### config.mk
export PLATFORM = sky130hd
export DESIGN_NAME = uart_tx_cfg
export DESIGN_NICKNAME = d
export VERILOG_FILES = /design/src/rtl/uart_pkg.sv /design/src/rtl/uart_tx_fifo.sv /design/src/rtl/uart_tx_cfg.sv
export SDC_FILE = /design/constraint.sdc
export NUM_CORES = 1
export LEC_CHECK = 0
export CAP_MARGIN = 25
export CORE_ASPECT_RATIO = 0.8
export CORE_UTILIZATION = 47
export DETAILED_ROUTE_END_ITERATION = 16
export HOLD_SLACK_MARGIN = 0.1
export PLACE_DENSITY = 0.76
export SYNTH_ARGS = -nofsm -noshare
export SYNTH_HDL_FRONTEND = slang
export SYNTH_SLANG_ARGS = --single-unit
### constraint.sdc
create_clock -name CLK -period 3.19 [get_ports CLK]
set_input_delay 0.4785 -clock CLK [delete_from_list [all_inputs] [get_ports CLK]]
set_output_delay 0.4785 -clock CLK [all_outputs]
set_load 0.03 [all_outputs]
### src/rtl/uart_pkg.sv
// rtl/uart_pkg.sv - shared types and limits for the configurable UART transmitter
// Contents: tx_state_t (FSM encoding), DATA_WIDTH / FIFO_DEPTH legal limits,
//           is_pow2() helper for elaboration-time parameter checks.
package uart_pkg;

  typedef enum logic [2:0] {
    IDLE   = 3'd0,
    START  = 3'd1,
    DATA   = 3'd2,
    PARITY = 3'd3,
    STOP   = 3'd4
  } tx_state_t;

  localparam int DATA_WIDTH_MIN = 5;
  localparam int DATA_WIDTH_MAX = 9;
  localparam int FIFO_DEPTH_MIN = 2;

  function automatic bit is_pow2(input int n);
    return (n > 0) && ((n & (n - 1)) == 0);
  endfunction

endpackage

### src/rtl/uart_tx_fifo.sv
// rtl/uart_tx_fifo.sv - synchronous frame FIFO with full/empty/count
// Ports: clk, rst_n (async, active-low), wr_en/wr_data (push, ignored when full),
//        rd_en/rd_data (pop, rd_data is the head entry, valid while !empty),
//        full, empty, count (entries stored, 0..DEPTH).
module uart_tx_fifo #(
  parameter int WIDTH = 11,
  parameter int DEPTH = 4
) (
  input  logic                       clk,
  input  logic                       rst_n,
  input  logic                       wr_en,
  input  logic [WIDTH-1:0]           wr_data,
  input  logic                       rd_en,
  output logic [WIDTH-1:0]           rd_data,
  output logic                       full,
  output logic                       empty,
  output logic [$clog2(DEPTH+1)-1:0] count
);

  localparam int AW = $clog2(DEPTH);
  localparam int CW = $clog2(DEPTH + 1);

  logic [WIDTH-1:0] mem [DEPTH];
  logic [AW-1:0]    wr_ptr;
  logic [AW-1:0]    rd_ptr;
  logic             do_wr;
  logic             do_rd;

  // Full is judged on the pre-edge count, so a simultaneous pop cannot make room.
  assign do_wr   = wr_en && !full;
  assign do_rd   = rd_en && !empty;
  assign full    = (count == CW'(DEPTH));
  assign empty   = (count == '0);
  assign rd_data = mem[rd_ptr];

  always_ff @(posedge clk) begin
    if (do_wr) begin
      mem[wr_ptr] <= wr_data;
    end
  end

  // DEPTH is a power of two, so the pointers wrap naturally.
  always_ff @(posedge clk or negedge rst_n) begin
    if (!rst_n) begin
      wr_ptr <= '0;
      rd_ptr <= '0;
      count  <= '0;
    end else begin
      if (do_wr) wr_ptr <= wr_ptr + AW'(1);
      if (do_rd) rd_ptr <= rd_ptr + AW'(1);
      case ({do_wr, do_rd})
        2'b10:   count <= count + CW'(1);
        2'b01:   count <= count - CW'(1);
        default: count <= count;
      endcase
    end
  end

endmodule

### src/rtl/uart_tx_cfg.sv
// rtl/uart_tx_cfg.sv - UART transmitter with per-frame parity/stop settings and frame FIFO
// Ports: CLK (one serial bit per rising edge), RST (async, active-low),
//        Parallel_data/data_valid/parity_EN/parity_type/stop_sel (frame write),
//        TX_OUT (registered line, idle high), busy (frame on line),
//        full, overflow (one-cycle pulse on rejected write), fifo_count.
module uart_tx_cfg
  import uart_pkg::*;
#(
  parameter int DATA_WIDTH = 8,
  parameter int FIFO_DEPTH = 4
) (
  input  logic                            CLK,
  input  logic                            RST,
  input  logic [DATA_WIDTH-1:0]           Parallel_data,
  input  logic                            data_valid,
  input  logic                            parity_EN,
  input  logic                            parity_type,
  input  logic                            stop_sel,
  output logic                            TX_OUT,
  output logic                            busy,
  output logic                            full,
  output logic                            overflow,
  output logic [$clog2(FIFO_DEPTH+1)-1:0] fifo_count
);

  localparam int         EW       = DATA_WIDTH + 3;
  localparam logic [3:0] LAST_BIT = 4'(DATA_WIDTH - 1);

  if (DATA_WIDTH < DATA_WIDTH_MIN || DATA_WIDTH > DATA_WIDTH_MAX ||
      FIFO_DEPTH < FIFO_DEPTH_MIN || !is_pow2(FIFO_DEPTH)) begin : g_param_check
    $error("uart_tx_cfg: illegal DATA_WIDTH or FIFO_DEPTH");
  end

  tx_state_t             state;
  tx_state_t             next_state;
  logic [DATA_WIDTH-1:0] shreg;
  logic [3:0]            bit_cnt;
  logic                  par_en_q;
  logic                  par_q;
  logic                  two_stop_q;
  logic                  tx_q;
  logic                  tx_next;
  logic                  pop;
  logic                  stop_last;
  logic                  fifo_empty;
  logic [EW-1:0]         head;

  // Entry layout: {data, parity_EN, parity_type, stop_sel}
  uart_tx_fifo #(
    .WIDTH (EW),
    .DEPTH (FIFO_DEPTH)
  ) u_fifo (
    .clk     (CLK),
    .rst_n   (RST),
    .wr_en   (data_valid),
    .wr_data ({Parallel_data, parity_EN, parity_type, stop_sel}),
    .rd_en   (pop),
    .rd_data (head),
    .full    (full),
    .empty   (fifo_empty),
    .count   (fifo_count)
  );

  assign TX_OUT = tx_q;
  assign busy   = (state != IDLE);

  always_comb begin
    next_state = state;
    pop        = 1'b0;
    tx_next    = 1'b1;
    stop_last  = !two_stop_q || (bit_cnt == 4'd1);
    case (state)
      IDLE: begin
        if (!fifo_empty) begin
          next_state = START;
          pop        = 1'b1;
        end
      end
      START:  next_state = DATA;
      DATA: begin
        if (bit_cnt == LAST_BIT) next_state = par_en_q ? PARITY : STOP;
      end
      PARITY: next_state = STOP;
      STOP: begin
        // Chain straight into the next start bit when more frames are queued.
        if (stop_last) begin
          if (!fifo_empty) begin
            next_state = START;
            pop        = 1'b1;
          end else begin
            next_state = IDLE;
          end
        end
      end
      default: next_state = IDLE;
    endcase
    // TX_OUT is registered, so the line level follows the state being entered.
    case (next_state)
      START:   tx_next = 1'b0;
      DATA:    tx_next = shreg[0];
      PARITY:  tx_next = par_q;
      default: tx_next = 1'b1;
    endcase
  end

  always_ff @(posedge CLK or negedge RST) begin
    if (!RST) begin
      state      <= IDLE;
      tx_q       <= 1'b1;
      bit_cnt    <= '0;
      shreg      <= '0;
      par_en_q   <= 1'b0;
      par_q      <= 1'b0;
      two_stop_q <= 1'b0;
      overflow   <= 1'b0;
    end else begin
      state    <= next_state;
      tx_q     <= tx_next;
      overflow <= data_valid && full;
      // bit_cnt counts cycles spent in the current state.
      bit_cnt  <= (next_state == state) ? bit_cnt + 4'd1 : 4'd0;
      if (pop) begin
        shreg      <= head[EW-1:3];
        par_en_q   <= head[2];
        par_q      <= (^head[EW-1:3]) ^ head[1];
        two_stop_q <= head[0];
      end else if (next_state == DATA) begin
        shreg <= shreg >> 1;
      end
    end
  end

endmodule

### Word level (Yosys, flattened, before mapping)

Memory sizes are Yosys's and may differ from the RTL's.
Index checks and enable logic that the tools add are counted.

| operators by class | value |
|---|---|
| add/subtract/negate cells | 5 |
| $lt $le $gt $ge | 0 |
| bitwise logic cells | 1 |
| shift-type cells | 0 |
| reduce and logical (&&, ||, !) cells | 13 |
| equality and inequality tests | 13 |
| multiplexer cells | 16 |
| div/mod/pow operators | 0 |
| $mul | 0 |

Operators by type and width:

| cell | count |
|---|---|
| 8-bit two-way mux | 2 |
| 3-bit case mux with 5 select lines | 1 |
| 3-bit by 2-bit equality test with 1-bit output (second input constant) | 4 |
| 3-bit two-way mux | 4 |
| 8-bit parity | 1 |
| 3-bit by 1-bit equality test with 1-bit output (second input constant) | 2 |
| 3-bit equality test (second input constant) | 2 |
| 3-bit logical NOT | 2 |
| 3-bit case mux with 2 select lines | 1 |
| 1-bit two-way mux | 5 |
| 2-bit by 1-bit adder with 2-bit output (second input constant) | 2 |
| 4-bit by 1-bit adder with 4-bit output (second input constant) | 1 |
| 4-bit by 1-bit equality test with 1-bit output (second input constant) | 1 |
| 4-bit by 3-bit equality test with 1-bit output (second input constant) | 1 |
| 4-bit two-way mux | 1 |
| 2-bit nonzero test | 2 |
| 3-bit by 1-bit adder with 3-bit output (second input constant) | 1 |
| 3-bit equality test | 1 |
| 1-bit logical AND | 3 |
| 1-bit logical NOT | 3 |
| 1-bit case mux with 3 select lines | 1 |
| 3-bit nonzero test | 1 |
| 3-bit by 1-bit subtractor with 3-bit output (second input constant) | 1 |
| 2-bit by 1-bit equality test with 1-bit output (second input constant) | 1 |
| 4 further kinds | 4 |

| word-level totals | value |
|---|---|
| output and inout bits | 7 |
| bits of input ports | 14 |
| register bits after elaboration | 27 |
| logic and storage cells | 60 |
| memories kept | 1 |
| bits in read-only memories | 0 |
| bits in latches | 0 |
| RAM bits | 44 |

Memories:

| name | depth | width | read ports | clocked after Yosys merged registers in | write ports | line | text |
|---|---|---|---|---|---|---|---|
| u_fifo.mem | 4 | 11 | 1 | 0 | 1 | uart_tx_fifo.sv:23 | `logic [WIDTH-1:0] mem [DEPTH];` |

### Depth between registers and ports, before layout

Gate-level depths: netlist (run 1).

| logic depth | value |
|---|---|
| word-level depth | 7 |
| mapped depth | 11 |
| depth with buffers taken out | 10 |

### Hierarchy

From an unflattened synthesis (run 1), not the netlist that was laid out.

| second synthesis, totals | value |
|---|---|
| cells, all modules | 183 |
| area total of the unflattened synthesis | 3168.0 µm² |

Modules (own cells, without submodules):

| module | area an instance (µm²) | seq. area each (µm²) | instances | cells each |
|---|---|---|---|---|
| uart_tx_fifo | 2031.9 | 1496.4 | 1 | 94 |
| uart_tx_cfg | 1136.1 | 501.7 | 1 | 89 |

### Worst setup path before layout (run 1)

No wires, ideal clock.

| timing | value |
|---|---|
| path type | register to register |
| from | reg bit_cnt[1] |
| to | reg u_fifo.count[2] |
| stages on the path, launching flop included | 12 |
| period minus slack after synthesis | 2.734 ns |
| path slack | 0.456 ns |
| setup time | 0.081 ns |
| data required time | 3.109 ns |
| buffers on the path | 1 |
| arrival time | 2.653 ns |
| path through | dfrtp_1 > inv_1 > ha_1 > or3b_1 > a311oi_2 > clkbuf_1 > ha_1 > inv_1 > fa_1 > xor2_1 > nor2_1 > xor2_1 |

| on the way | value |
|---|---|
| word-level cells in the longest chain between the ends | 7 |
| elaborated cells on any way between the ends | 9 |
| classes of those cells | eq/ne: 3; mux: 3; reduce/logical: 3 |

Ends and longest elaborated chain:

| item | line | text |
|---|---|---|
| start: declaration | uart_tx_cfg.sv:37 | `logic [3:0] bit_cnt;` |
| start signal: assignment | uart_tx_cfg.sv:121 | `bit_cnt <= (next_state == state) ? bit_cnt + 4'd1 : 4'd0;` |
| 4-bit by 1-bit equality test with 1-bit output * | uart_tx_cfg.sv:71 | `stop_last = !two_stop_q \|\| (bit_cnt == 4'd1);` |
| 1-bit logical OR * | uart_tx_cfg.sv:71 |  |
| 1-bit two-way mux * | uart_tx_cfg.sv:86 | `if (stop_last) begin` |
| 1-bit case mux with 2 select lines * | uart_tx_cfg.sv:72 | `case (state)` |
| 1-bit logical AND * | uart_tx_fifo.sv:31 | `assign do_rd = rd_en && !empty;` |
| named net u_fifo.do_rd | uart_tx_fifo.sv:27 | `logic do_rd;` |
| 2-bit by 1-bit equality test with 1-bit output / 2-bit equality test (equally long branches) | uart_tx_fifo.sv:51 | `case ({do_wr, do_rd})` |
| 3-bit case mux with 2 select lines / 2-bit nonzero test (equally long branches) | n/a |  |
| end signal: assignment | uart_tx_fifo.sv:52 | `2'b10: count <= count + CW'(1);` |
| end signal: assignment | uart_tx_fifo.sv:53 | `2'b01: count <= count - CW'(1);` |
| end signal: assignment | uart_tx_fifo.sv:54 | `default: count <= count;` |
| end: declaration | uart_tx_fifo.sv:17 | `output logic [$clog2(DEPTH+1)-1:0] count` |

The timed path passes the listed nets; every way through them passes the cells marked *.
A chain may end at the register's enable or synchronous reset.

### Final worst setup path (run 1)

| timing | value |
|---|---|
| from | reg u_fifo.rd_ptr[0] |
| to | reg par_q |

| on the way | value |
|---|---|
| word-level cells in the longest chain between the ends | 3 |

Ends and longest elaborated chain:

| item | line | text |
|---|---|---|
| start: declaration | uart_tx_fifo.sv:25 | `logic [AW-1:0] rd_ptr;` |
| start signal: assignment | uart_tx_fifo.sv:50 | `if (do_rd) rd_ptr <= rd_ptr + AW'(1);` |
| memory 4 x 11 bit * | n/a |  |
| 8-bit parity | uart_tx_cfg.sv:125 | `par_q <= (^head[EW-1:3]) ^ head[1];` |
| 1-bit bitwise XOR * | uart_tx_cfg.sv:125 |  |
| end signal: assignment | uart_tx_cfg.sv:125 |  |
| end: declaration | uart_tx_cfg.sv:39 | `logic par_q;` |

Mark *: on every way between the ends. The rest lies on a longest branch, timed or not.

==> results of run 1 <==
-- worst max path at each step --
stage | start | to | depth (start not counted)
after floorplan | bit_cnt[1]$_DFF_PN0_ | u_fifo.count[2]$_DFFE_PN0P_ | 11
after global placement | u_fifo.rd_ptr[0]$_DFFE_PN0P_ | par_q$_DFFE_PN0N_ | 5
after detailed placement | u_fifo.rd_ptr[0]$_DFFE_PN0P_ | par_q$_DFFE_PN0N_ | 5
after CTS | u_fifo.rd_ptr[0]$_DFFE_PN0P_ | par_q$_DFFE_PN0N_ | 5
after global routing | u_fifo.rd_ptr[0]$_DFFE_PN0P_ | par_q$_DFFE_PN0N_ | 5
final | u_fifo.rd_ptr[0]$_DFFE_PN0P_ | par_q$_DFFE_PN0N_ | 5
-- sequential cells by signal, indices dropped and copies added, names as in the netlist --
name / count
two_stop_q: 1
state: 3
u_fifo.rd_ptr: 2
shreg: 8
u_fifo.wr_ptr: 2
u_fifo.count: 3
bit_cnt: 4
u_fifo.mem: 44
TX_OUT: 1
overflow: 1
par_en_q: 1
par_q: 1
-- through the flow --
stage | hold slack, ns | cell area (µm²) | power [µW]
floorplan | 0.183 | 3040 | 2700
global placement | 0.482 | 3330 | 3000
detailed placement | 0.489 | 3330 | 3060
CTS | 0.499 | 3510 | 3710
global route | 0.527 | 3510 | 3940
finish | 0.496 | 3510 | 3670
-- kinds of logic after synthesis --
family	synth area share, %
AO/OA/AOI/OAI	3.17
XOR/XNOR	5.40
adder cells (fa/ha/maj)	3.54
buffers and inverters	2.06
flip-flops	65.8
multiplexers	12.8
AND/OR/NAND/NOR	7.29
-- report_power, final --
part           switching (µW)  internal, µW
registers                 214          1270
clock network             356           289
logic                     729           806
-- per-layer routing --
metal | track usage [%] | vias to the layer above | share of wire, %
li1 | - | 763 | -
met4 | 7.29 | 0 | 1.3
met2 | 25.0 | 26 | 44
met5 | 0 | - | 0
met1 | 22.1 | 766 | 50
met3 | 5.90 | 10 | 3.9
-- worst register-to-register path, stage by stage (launching register included) --
cell and delay (ns):
sky130_fd_sc_hd__dfrtp_1 0.74, sky130_fd_sc_hd__mux4_1 0.71, sky130_fd_sc_hd__xor2_1 0.25, sky130_fd_sc_hd__xnor3_1 0.35, sky130_fd_sc_hd__xnor2_1 0.14, sky130_fd_sc_hd__mux2_4 0.25
-- Yosys cell counts, types with 3 or more instances --
library cell,instances,area [µm²]
sky130_fd_sc_hd__mux2i_1,8,80.1
sky130_fd_sc_hd__xor2_1,7,61.3
sky130_fd_sc_hd__xnor2_1,6,52.6
sky130_fd_sc_hd__edfxtp_1,44,1320
sky130_fd_sc_hd__nor2_1,11,41.3
sky130_fd_sc_hd__mux4_2,5,113
sky130_fd_sc_hd__ha_1,7,87.6
sky130_fd_sc_hd__mux4_1,6,158
sky130_fd_sc_hd__inv_1,9,33.8
sky130_fd_sc_hd__nor2b_1,4,25.0
sky130_fd_sc_hd__dfrtp_1,26,651
sky130_fd_sc_hd__and3_1,5,31.3
sky130_fd_sc_hd__nand3_1,3,15.0
sky130_fd_sc_hd__nand2_1,13,48.8
sky130_fd_sc_hd__o21ai_0,8,40.0
sky130_fd_sc_hd__o21ai_1,3,15.0
-- layout make-up --
cell class                 count  area (µm²)
sequential                    71        2000
timing repair buffer          23         223
clock buffer                   9         124
tap                           81         101
clock inverter                 7        56.3
inverter                       9        33.8
fill                         505        2550
multi-input combinational    105         977
==> run metrics, run 1 <==
result of the run=completed; Mapped Nets=212; Final Routed Wirelength=4720 µm; I/O pin count=21; Die ar.=6790 µm²; quantity of gates resized following cts=0; number of unique standard cell types used by synthesis=36; Post-Place Setup Slack=0.632 ns; Tightest Pin Transition=0.766 ns; average cell area after synthesis=16.0 µm²; largest voltage drop on the vdd net=0.000502 V; number of routed nets with antenna violations=0; CP Buf/Inv Count=0; hpwl dp=3170 µm; overall track demand over capacity in global routing=16.6%; part of the cycle the worst path needs=80.0%; share of synthesized registers carrying an async set or reset=38.0%; Setup Crit Path Kind=reg -> reg; die span in x=91.9 µm; CTS root buf=sky130_fd_sc_hd__clkbuf_8; Min-Delay Path Class=in -> async; number of cells traversed by the worst register-to-register path=5; Mapped Cells=190; netlist area before placement=3040 µm²; gp weighted congestion=0.751; Setup-failing EPs final=0; grt ovf=0; kind of end point of the critical path=flip-flop; wire length of the first global-routing pass=8020 µm; total clock buffers created by CTS=9; critical path launch point type=flip-flop; Worst Slack Setup Final=0.639 ns; TritonCTS clock tree=yes; number of register bits inferred by synthesis=71; Total Nets Final=241; initial cell density of the core=50.1%; biggest fanout along the worst timing path=12; minimum clock period=2.55 ns; initial antenna violation count=0; Std-Cell Rows=25; vias in the first global route=1617; CP Data Required Time=3.43 ns; slowest CP cell=sky130_fd_sc_hd__dfrtp_1; FF-to-FF setup slack=0.64 ns; sequential-to-total area share from yosys stat=65.8%; # diodes=0; most common library cell in the layout ignoring fill and taps=sky130_fd_sc_hd__edfxtp_1; Longest Clk Path Bufs=2; via count=1565; wire length per cell after detailed routing=15.5 µm; area growth from synthesis to layout=15.7%; Max Cap Violations=0; Final Hold Vio Count=0; Cell Count Post-Placement=289; clock insertion delay at the later pin of the skew report=0.35 ns; number of setup buffers added after CTS=0; TritonRoute pass-1 iters=4; DRT iter0 DRCs=120; core box area=6070 µm²; hold buffers post-CTS=0; pin count of the biggest net entering global routing=28; number of flops mapped to enable cells by yosys=44; Remaining DRCs=0; RR Startpoint=u_fifo.rd_ptr[0]$_DFFE_PN0P_; clock slew at reported path FFs=0.08 ns; cell type group with the largest total delay on the critical path=multiplexers; height of the die=73.9 µm; max-slew violation count=0; delay contributed by the slowest stage of the critical path=0.74 ns; clock skew=0.00805 ns; Cell Chain, Critical Path=mux4_1, xor2_1, xnor3_1, xnor2_1, mux2_4; maximum operating frequency=392 MHz; Yosys Warn Count=0; vias per inst=5.13; port buffer count=20; commonest cells after routing, fill and taps aside=44 x sky130_fd_sc_hd__edfxtp_1, 26 x sky130_fd_sc_hd__dfrtp_1, 20 x sky130_fd_sc_hd__clkdlybuf4s50_1, 13 x sky130_fd_sc_hd__nand2_1, 11 x sky130_fd_sc_hd__nor2_1; H-tree depth reported by CTS=3; number of non-filler instances in the completed layout=305; CTS Sinks=71; relative slew slack=48.8%; fraction of final layout cells with drive strength greater than 1=13.8%; worst reg2reg endpoint=par_q$_DFFE_PN0N_; Power per Cell Area=1040 nW/µm²; Static Leak=0.00137 µW; Core Util, Final=57.9%; most frequently used flop master after synthesis=sky130_fd_sc_hd__edfxtp_1; summed negative setup slack over all endpoints=0 ns; unrepaired setup endpoints after global routing=no; Data arrival, critical path=2.79 ns
Note: power is estimated with default switching activity, not from simulation.
==> inputs of run 2 (changes only) <==
--- a/config.mk
+++ b/config.mk
@@ -10,7 +10,7 @@
 export CORE_UTILIZATION = 47
 export DETAILED_ROUTE_END_ITERATION = 16
 export HOLD_SLACK_MARGIN = 0.1
-export PLACE_DENSITY = 0.76
+export PLACE_DENSITY = 0.79
 export SYNTH_ARGS = -nofsm -noshare
 export SYNTH_HDL_FRONTEND = slang
 export SYNTH_SLANG_ARGS = --single-unit
==> constraint.sdc (replaced) <==
create_clock -name CLK -period 2.3 [get_ports CLK]
set_input_delay 0.345 -clock CLK [delete_from_list [all_inputs] [get_ports CLK]]
set_output_delay 0.345 -clock CLK [all_outputs]
set_load 0.03 [all_outputs]
==> run 2 against run 1 <==
  * Routed wire length up 2.0%
  * Setup slack worse by 0.61 ns
  * Via count increased by 0.19%
  * Sequential power is 36% higher
  * Final area increased by 3.0%
  * Global-route usage down 0.062 points
  * First-iteration DRC count decreased by 48%
  * Fmax grew 12%
  * Combinational power increased by 54%
  * Die area stayed put
  * Critical endpoint is now u_fifo.count[2]$_DFFE_PN0P_
  * Largest power group unchanged
  * Highest routed layer unchanged
==> run metrics, run 2 (synthesis gave the netlist of run 1 again) <==
Final Routed Wirelength=4820 µm; Setup Crit Path Kind=reg -> reg; grt ovf=0; Comb pwr share=44.9%; clock skew=0.00907 ns; most used routing layer in global routing=met2; I/O pin count=21; core box area=6070 µm²; Static Leak=0.00141 µW; RR Startpoint=bit_cnt[1]$_DFF_PN0_; minimum clock period=2.27 ns; Final Hold Vio Count=0; vias in the first global route=1614; Clk pwr share=16.7%; maximum operating frequency=440 MHz; CTS root buf=sky130_fd_sc_hd__clkbuf_8; number of cells traversed by the worst register-to-register path=10; Max Cap Violations=0; register name with the most flops=u_fifo.mem; number of flip-flops under the largest register name=44; share of total power in sequential cells=38.3%; cell area after placement=3430 µm²; most common library cell in the layout ignoring fill and taps=sky130_fd_sc_hd__edfxtp_1; wire length per cell after detailed routing=15.3 µm; overall track demand over capacity in global routing=16.5%; delay contributed by the slowest stage of the critical path=0.40 ns; Min-Delay Path Class=in -> async; cell type group with the largest total delay on the critical path=adder cells; number of routed nets with antenna violations=0; power consumption=5270 µW; Regs by FF count=u_fifo.mem: 44 flops, shreg: 8 flops, bit_cnt: 4 flops; worst reg2reg endpoint=u_fifo.count[2]$_DFFE_PN0P_; critical path launch point type=flip-flop; met2 Track Usage GR=26.4%; gp weighted congestion=0.756; commonest cells after routing, fill and taps aside=44 x sky130_fd_sc_hd__edfxtp_1, 25 x sky130_fd_sc_hd__dfrtp_1, 20 x sky130_fd_sc_hd__clkdlybuf4s50_1, 13 x sky130_fd_sc_hd__nand2_1, 12 x sky130_fd_sc_hd__buf_4; part of the cycle the worst path needs=98.7%; TritonCTS clock tree=yes; result of the run=completed; unrepaired setup endpoints after global routing=yes; CP Buf/Inv Count=2; wire length of the first global-routing pass=8050 µm; Worst Hold Margin=0.379 ns; kind of end point of the critical path=flip-flop; GR Util met3=5.38%; Std-Cell Rows=25; DRT iter0 DRCs=62; H-tree depth reported by CTS=3; Cell Count Post-Placement=298; via count=1568; Cell Chain, Critical Path=inv_1, ha_1, or3b_4, a311oi_4, ha_4, inv_2, fa_2, xor2_1, nor2_1, xor2_1; total clock buffers created by CTS=9; Longest Clk Path Bufs=2; CP Data Required Time=2.56 ns; initial antenna violation count=0; cell internal pwr=3420 µW; hpwl dp=3330 µm; die span in x=91.9 µm; pin count of the biggest net entering global routing=28; clock insertion delay at the later pin of the skew report=0.34 ns; Switch Pwr=1850 µW; largest voltage drop on the vdd net=0.000629 V; met1 layer usage reported by global route=21.5%; FF-to-FF setup slack=0.03 ns; Die ar.=6790 µm²; Sw Ratio=35.2%; number of non-filler instances in the completed layout=314; TritonRoute pass-1 iters=4; initial cell density of the core=50.1%; area growth from synthesis to layout=19.1%; critical path's most frequent cell=sky130_fd_sc_hd__xor2_1; cell area after layout=3620 µm²; Total Nets Final=250; clock slew at reported path FFs=0.07 ns; height of the die=73.9 µm; Data arrival, critical path=2.53 ns; Power per Cell Area=1460 nW/µm²; biggest fanout along the worst timing path=3; # diodes=0; Setup-failing EPs final=0; slowest CP cell=sky130_fd_sc_hd__or3b_4; relative slew slack=67.1%; Remaining DRCs=0; max-slew violation count=0; fraction of final layout cells with drive strength greater than 1=19.3%; vias per inst=4.99; Tightest Pin Transition=0.486 ns; CTS Sinks=71; filler cell count in the final layout=469; port buffer count=20
==> run 2: worst register-to-register path, delay by kind of cell (launching register included) <==
kind / cells / cell delay [ns]
buffers and inverters: 2 / 0.09
and+or+nand+nor: 2 / 0.53
xor gates and xnor gates: 2 / 0.30
DFF: 1 / 0.38
AOI/OAI and AO/OA: 1 / 0.27
adders and majority gates: 3 / 0.63
==> run 2: power by group through the flow <==
stage | Combinational (µW) | Sequential [µW] | Clock, µW
floorplan | 1810 | 2030 | 0
global placement | 2300 | 2030 | 0
detailed placement | 2340 | 2050 | 0
CTS | 2350 | 2020 | 914
global route | 2600 | 2070 | 963
finish | 2370 | 2020 | 882
==> run 2: what timing repair did <==
action,4_1_cts,5_1_grt
buffers inserted,0,0
endpoints found under the setup margin,0,2
gates resized for setup,0,2
hold buffers,0,0
==> run 2: per-layer routing <==
layer	vias up	wire length [µm]	share of wire (%)
li1	778	-	-
met1	756	2320	48
met2	28	2240	46
met3	6	189	3.9
met4	0	71	1.5
met5	-	0	0
==> run 2: worst max path at each step <==
stage / cells after the start / slack, ns / to / startpoint
final: 10 / 0.03 / u_fifo.count[2]$_DFFE_PN0P_ / bit_cnt[1]$_DFF_PN0_
after global routing: 10 / -0.09 / u_fifo.count[2]$_DFFE_PN0P_ / bit_cnt[1]$_DFF_PN0_
after CTS: 10 / 0.02 / u_fifo.count[2]$_DFFE_PN0P_ / bit_cnt[1]$_DFF_PN0_
after detailed placement: 6 / 0.04 / par_q$_DFFE_PN0N_ / u_fifo.rd_ptr[0]$_DFFE_PN0P_
after global placement: 5 / 0.05 / par_q$_DFFE_PN0N_ / u_fifo.rd_ptr[0]$_DFFE_PN0P_
after floorplan: 11 / -0.12 / u_fifo.count[2]$_DFFE_PN0P_ / bit_cnt[1]$_DFF_PN0_
==> run 2: metrics by stage <==
step	TNS [ns]	util, %	setup slack (ns)
finish	0	59.6	0.0289
global route	-0.0948	59.6	-0.0948
CTS	0	59.5	0.0155
detailed placement	0	56.5	0.0376
global placement	0	56.5	0.0501
floorplan	-0.122	-	-0.118
==> run 2: area by class of cell <==
type                       instances  area (µm²)  share of cell area, %
clock buffer                       9         124                   3.42
clock inverter                     7        56.3                   1.56
timing repair buffer              32         290                   8.02
sequential                        71        2000                   55.3
tap                               81         101                   2.80
multi-input combinational        105        1010                   28.0
inverter                           9        33.8                  0.934
